===== src/rtl/pipe_exec_reg.sv =====
// Execute-stage pipeline register with one skid slot.
// The main register always drives q_*. A second entry lands in the skid
// register when downstream stalls, so d_ready never depends on q_ready.
module pipe_exec_reg #(
    parameter int unsigned OP_W     = 5,
    parameter int unsigned SCALAR_W = 32,
    parameter int unsigned IMM_W    = 8,
    parameter int unsigned VEC_W    = 128,
    parameter int unsigned WB_W     = 3
) (
    input  logic                clk,
    input  logic                rst_n,
    input  logic                en,
    input  logic                flush,
    input  logic                d_valid,
    output logic                d_ready,
    input  logic [OP_W-1:0]     d_opcode,
    input  logic [SCALAR_W-1:0] d_reg1_data,
    input  logic [SCALAR_W-1:0] d_reg2_data,
    input  logic [IMM_W-1:0]    d_immediate,
    input  logic [VEC_W-1:0]    d_vec1_data,
    input  logic [VEC_W-1:0]    d_vec2_data,
    input  logic [WB_W-1:0]     d_wb_register,
    output logic                q_valid,
    input  logic                q_ready,
    output logic [OP_W-1:0]     q_opcode,
    output logic [SCALAR_W-1:0] q_reg1_data,
    output logic [SCALAR_W-1:0] q_reg2_data,
    output logic [IMM_W-1:0]    q_immediate,
    output logic [VEC_W-1:0]    q_vec1_data,
    output logic [VEC_W-1:0]    q_vec2_data,
    output logic [WB_W-1:0]     q_wb_register,
    output logic [1:0]          occupancy,
    output logic [15:0]         stall_cnt
);

    localparam int unsigned PL_W = OP_W + 2 * SCALAR_W + IMM_W + 2 * VEC_W + WB_W;
    localparam logic [15:0] STALL_MAX = 16'hFFFF;

    typedef enum logic [1:0] {
        EMPTY = 2'd0,
        FULL  = 2'd1,
        SKID  = 2'd2
    } state_t;

    state_t          r_state;
    state_t          w_next_state;
    logic [PL_W-1:0] r_main;
    logic [PL_W-1:0] r_skid;
    logic [15:0]     r_stall_cnt;
    logic [PL_W-1:0] w_d_payload;
    logic            w_d_ready;
    logic            w_q_valid;
    logic            w_accept;
    logic            w_transfer;
    logic            w_ld_main_d;
    logic            w_ld_main_skid;
    logic            w_ld_skid;
    logic            w_stall;

    assign w_d_payload = {d_opcode, d_reg1_data, d_reg2_data, d_immediate,
                          d_vec1_data, d_vec2_data, d_wb_register};

    // Handshake qualifiers; rst_n gating keeps d_ready low throughout reset
    assign w_d_ready  = rst_n & en & (r_state != SKID);
    assign w_q_valid  = en & (r_state != EMPTY);
    assign w_accept   = d_valid & w_d_ready;
    assign w_transfer = w_q_valid & q_ready;
    assign w_stall    = w_q_valid & ~q_ready & ~flush;

    assign d_ready   = w_d_ready;
    assign q_valid   = w_q_valid;
    assign occupancy = 2'(r_state);
    assign stall_cnt = r_stall_cnt;
    assign {q_opcode, q_reg1_data, q_reg2_data, q_immediate,
            q_vec1_data, q_vec2_data, q_wb_register} = r_main;

    // State register
    always_ff @(posedge clk or negedge rst_n) begin
        if (!rst_n) begin
            r_state <= EMPTY;
        end else begin
            r_state <= w_next_state;
        end
    end

    // Next state and payload load selects; flush wins over everything, en=0 freezes
    always_comb begin
        w_next_state   = r_state;
        w_ld_main_d    = 1'b0;
        w_ld_main_skid = 1'b0;
        w_ld_skid      = 1'b0;
        if (flush) begin
            w_next_state = EMPTY;
        end else if (en) begin
            case (r_state)
                EMPTY: begin
                    if (w_accept) begin
                        w_ld_main_d  = 1'b1;
                        w_next_state = FULL;
                    end
                end
                FULL: begin
                    if (w_accept && w_transfer) begin
                        w_ld_main_d = 1'b1;
                    end else if (w_accept) begin
                        w_ld_skid    = 1'b1;
                        w_next_state = SKID;
                    end else if (w_transfer) begin
                        w_next_state = EMPTY;
                    end
                end
                SKID: begin
                    if (w_transfer) begin
                        w_ld_main_skid = 1'b1;
                        w_next_state   = FULL;
                    end
                end
                default: begin
                    w_next_state = EMPTY;
                end
            endcase
        end
    end

    // Main register: new entry from upstream or promoted from the skid slot
    always_ff @(posedge clk or negedge rst_n) begin
        if (!rst_n) begin
            r_main <= '0;
        end else if (w_ld_main_d) begin
            r_main <= w_d_payload;
        end else if (w_ld_main_skid) begin
            r_main <= r_skid;
        end
    end

    // Skid register: catches the entry accepted while main is stalled
    always_ff @(posedge clk or negedge rst_n) begin
        if (!rst_n) begin
            r_skid <= '0;
        end else if (w_ld_skid) begin
            r_skid <= w_d_payload;
        end
    end

    // Saturating back-pressure counter, cleared only by reset
    always_ff @(posedge clk or negedge rst_n) begin
        if (!rst_n) begin
            r_stall_cnt <= '0;
        end else if (w_stall && (r_stall_cnt != STALL_MAX)) begin
            r_stall_cnt <= r_stall_cnt + 16'd1;
        end
    end

endmodule


===== config.mk =====
export PLATFORM = sky130hd
export DESIGN_NAME = pipe_exec_reg
export DESIGN_NICKNAME = d
export VERILOG_FILES = /design/src/rtl/pipe_exec_reg.sv
export SDC_FILE = /design/constraint.sdc
export NUM_CORES = 1
export LEC_CHECK = 0
export BUFFER_PORTS_ARGS = -buffer_cell sky130_fd_sc_hd__buf_2
export CAP_MARGIN = 0
export CORE_MARGIN = 2
export CORE_UTILIZATION = 36
export DETAILED_ROUTE_END_ITERATION = 10
export PLACE_DENSITY = 0.65
export SLEW_MARGIN = 40
export SYNTH_ARGS = -nofsm -noshare
export SYNTH_HDL_FRONTEND = slang
export SYNTH_SLANG_ARGS = --single-unit

===== constraint.sdc =====
create_clock -name clk -period 2.7 [get_ports clk]
set_input_delay 0.54 -clock clk [delete_from_list [all_inputs] [get_ports clk]]
set_output_delay 0.54 -clock clk [all_outputs]
set_load 0.03 [all_outputs]

==> run_results.csv <==
group,metric,value,unit
cts,clock_latency,610,ps
sta,finalHoldViolations,0,
synthesis,yosys_warnings,0,
drt,drt_iter0_drc,1080,
cts,cts.sinks,690,
sta,drv_slew,0,
cts,cts_root_buffer,"clkbuf_16",
setup_path,worstPathCellList,"dlygate4sd3_1, buf_8, nand2_1, nor4_4, buf_12, buf_4, mux2_2",
cts,cts_max_level,3,
placed_design,globalplace.congestion,0.8025,
cts,numCtsBuffers,77,
final_layout,fin_util,46.44,%
setup_path,reg2regPathDepth,6,
drt,post-route-drc-count,0,
drt,drt.antenna.violating_nets,0,
global_route,grt_pass1_vias,20140,
drt,vias,19440,
cts,cts_buffer_depth,3,
run_status,status,"finished, final reports clean",
sta,slew_headroom,53.35,%
drt,drt-pass1-iter-count,5,
synthesis,synth_ff_type,"dfrtp_1",
sta,finalSetupViolations,0,
global_route,grt_pass1_wl,115200,um
setup_path,end_kind,"register",
drt,drt-wirelength-per-cell,20.34,um
power_and_ir_drop,p_per_area,817.5,mW/mm2
min_path,hold_class,"in -> reg",
job,drv_cap,0,
setup_path,cp.required,3170,ps
final_layout,area_growth,27.39,%
sta,fin_skew,30.54,ps
synthesis,yosys.cell_types.count,39,
global_route,antenna_found_initial,30,
floorplanning,start_util,36.45,%
sta,period_needed,2441,ps
final_layout,nets,2967,
setup_path,start_kind,"input pin",
global_route,grt-ovfl-total,0,
cts,clk_pin_slew,60,ps
setup_path,critical-path-top-delay-family,"buffers and inverters",
synthesis,netlist_area,0.02778,mm2
synthesis,synth_seq_area_share,62.16,%
synthesis,synth-async-reset-ratio,100.0,%
sta,max_freq,409.6,MHz
cts,cts_setup_buffers,0,
synthesis,synth.net_count,2285,
setup_path,rr_endpoint,"r_main[296]$_DFFE_PN0P_",
final_layout,drive_gt1_share,45.50,%
floorplanning,fp.dieW,281.8,um
setup_path,r2r-start,"occupancy[1]$_DFFE_PN0P_",
setup_path,cp_slowest_stage_delay,630,ps
placed_design,pre_cts_ws,215.9,ps
setup_path,cp_slowest_cell,"dlygate4sd3_1",
cts,cts_tree,"built",
floorplanning,design.core.area,0.07620,mm2
drt,routed_wl,75890,um
setup_path,crit_type,"in -> reg",
sta,tns,0,ps
setup_path,cp-endpoint,"r_skid[200]$_DFFE_PN0P_",
floorplanning,die_h,281.8,um
global_route,grt_util_all_layers,18.40,%
floorplanning,num_rows,101,
setup_path,r2r_slack,550,ps
placed_design,io_buffers,697,
drt,vias_per_cell,5.211,
synthesis,postSynthCellCount,1942,
sta,worstMarginPinSlew,699.7,ps
global_route,grt_max_degree,121,
sta,setup_ws,258.5,ps
sta,post-route-period-util,90.42,%
setup_path,critical_path.max_fanout,44,
synthesis,syn_area_per_cell,14.30,um2
placed_design,hpwl,52090,um
setup_path,crit_start,"rst_n",
setup_path,critPathBufInv,4,
setup_path,crit_cells,7,
floorplanning,io_pins,698,
power_and_ir_drop,p_leak,19.58,nW
floorplanning,die_area,0.07940,mm2
power_and_ir_drop,ir_drop,0.0005396,V
setup_path,critPathArrivalTime,2910,ps
synthesis,synth_seq_cells,690,
sta,rsz0062_at_grt,"false",
synthesis,synth_edf_count,0,
==> layout by cell type (no fill, tap or decap), types with 2 or more instances in the layout <==
| cell type | count |
|---|---|
| bufinv_16 | 7 |
| diode_2 | 22 |
| clkinv_2 | 15 |
| nor3b_1 | 3 |
| nor2b_1 | 2 |
| dfrtp_1 | 690 |
| nand2b_1 | 2 |
| clkbuf_1 | 12 |
| nor4b_1 | 2 |
| a21oi_1 | 2 |
| mux2i_1 | 11 |
| a22o_1 | 325 |
| nor2_4 | 2 |
| inv_1 | 2 |
| nand3_1 | 5 |
| o21ai_0 | 12 |
| mux2_2 | 338 |
| and4_1 | 2 |
| clkbuf_8 | 15 |
| clkbuf_16 | 78 |
| buf_2 | 696 |
| nand2_1 | 21 |
| xor2_1 | 10 |
| a21o_1 | 325 |
| xnor2_1 | 4 |
| buf_12 | 28 |
| nand4_1 | 4 |
| nor3_1 | 4 |
| buf_16 | 3 |
| nor4_1 | 3 |
| clkinv_8 | 3 |
| and2_1 | 2 |
| inv_6 | 2 |
| nor2_1 | 5 |
| and3_1 | 2 |
| buf_4 | 26 |
==> final cells by class <==
class | count | area [um2]
fillers | 6775 | 40810
flip-flops and latches | 690 | 17270
multi-input cells | 1098 | 9849
repair buffers | 755 | 4347
clock buffers | 105 | 2203
well taps | 1030 | 1289
clock inverters | 29 | 370.4
diodes | 22 | 55.05
inverters | 2 | 7.507
==> state kept, by name (all words and copies together) (netlist names) <==
register and count:
r_main 336, stall_cnt 16, r_skid 336, occupancy 2
==> cell families (layout without fill, tap and decap cells) <==
logic type,Yosys count,count (layout),share of synthesized area [%]
other,0,22,0
flip-flops,690,690,62.16
buffers and inverters,154,891,2.473
XOR/XNOR,14,14,0.4414
AO/OA/AOI/OAI,668,668,19.47
multiplexers,349,349,14.10
AND/OR/NAND/NOR,66,66,1.320
adder cells (fa/ha/maj),1,1,0.04503
==> worst register-to-register path: cells and delay by family, from the launching register on <==
family          cells  cell delay, ps
simple gates        2             450
mux                 1             220
flops               1             590
compound gates      1             120
buf+inv             2             650
==> layer usage <==
metal,vias to the layer above,track usage [%],routed length [um]
met1,10020,21.54,29510
li1,8622,-,-
met5,-,0,106
met2,599,31.34,38070
met4,18,9.206,3200
met3,182,4.674,5003
==> worst min path at each step <==
| stage | to | cells after the start | startpoint |
|---|---|---|---|
| finish | occupancy[1]$_DFFE_PN0P_ | 2 | flush |
| global route | occupancy[1]$_DFFE_PN0P_ | 2 | flush |
| CTS | occupancy[1]$_DFFE_PN0P_ | 2 | flush |
| detailed placement | r_main[290]$_DFFE_PN0P_ | 1 | r_main[290]$_DFFE_PN0P_ |
| global placement | r_main[270]$_DFFE_PN0P_ | 1 | r_main[270]$_DFFE_PN0P_ |
| floorplan | occupancy[0]$_DFFE_PN0P_ | 0 | rst_n |
==> through the flow <==
stage	std cells	hold WS, ps	power [mW]	instance area (um2)
after detailed placement	3574	459.4	18.54	32750
after global placement	3571	452.4	18.33	32670
after CTS	3709	70.49	29.33	35330
after floorplan	1942	244.4	16.20	27780
after global routing	3727	94.07	30.20	35380
final	3731	120.0	28.93	35390
==> cell usage after synthesis (2+ instances only) <==
master	count	share of area (%)
a21o_1	325	8.8
a21oi_1	2	0.036
a22o_1	325	10
and2_1	2	0.045
and3_1	2	0.045
and4_1	2	0.063
buf_1	11	0.15
buf_2	75	1.4
buf_4	4	0.11
clkbuf_1	62	0.84
dfrtp_1	690	62
inv_1	2	0.027
mux2_2	338	14
mux2i_1	11	0.40
nand2_1	21	0.28
nand2b_1	2	0.045
nand3_1	5	0.090
nand4_1	4	0.090
nor2_1	7	0.095
nor2b_1	2	0.045
nor3_1	4	0.072
nor3b_1	3	0.081
nor4_1	3	0.068
nor4b_1	2	0.063
o21ai_0	12	0.22
xnor2_1	4	0.13
xor2_1	10	0.32
==> report_power, final <==
| part | internal [mW] | switching (mW) |
|---|---|---|
| registers | 11.9 | 0.855 |
| clock network | 6.39 | 4.23 |
| logic | 1.97 | 3.63 |
==> timing repair <==
item | in CTS | in global routing
hold endpoints to repair | 51 | 0
gates resized for setup | 0 | 0
hold buffers | 1 | 0
(Power assumes the default switching activity.)
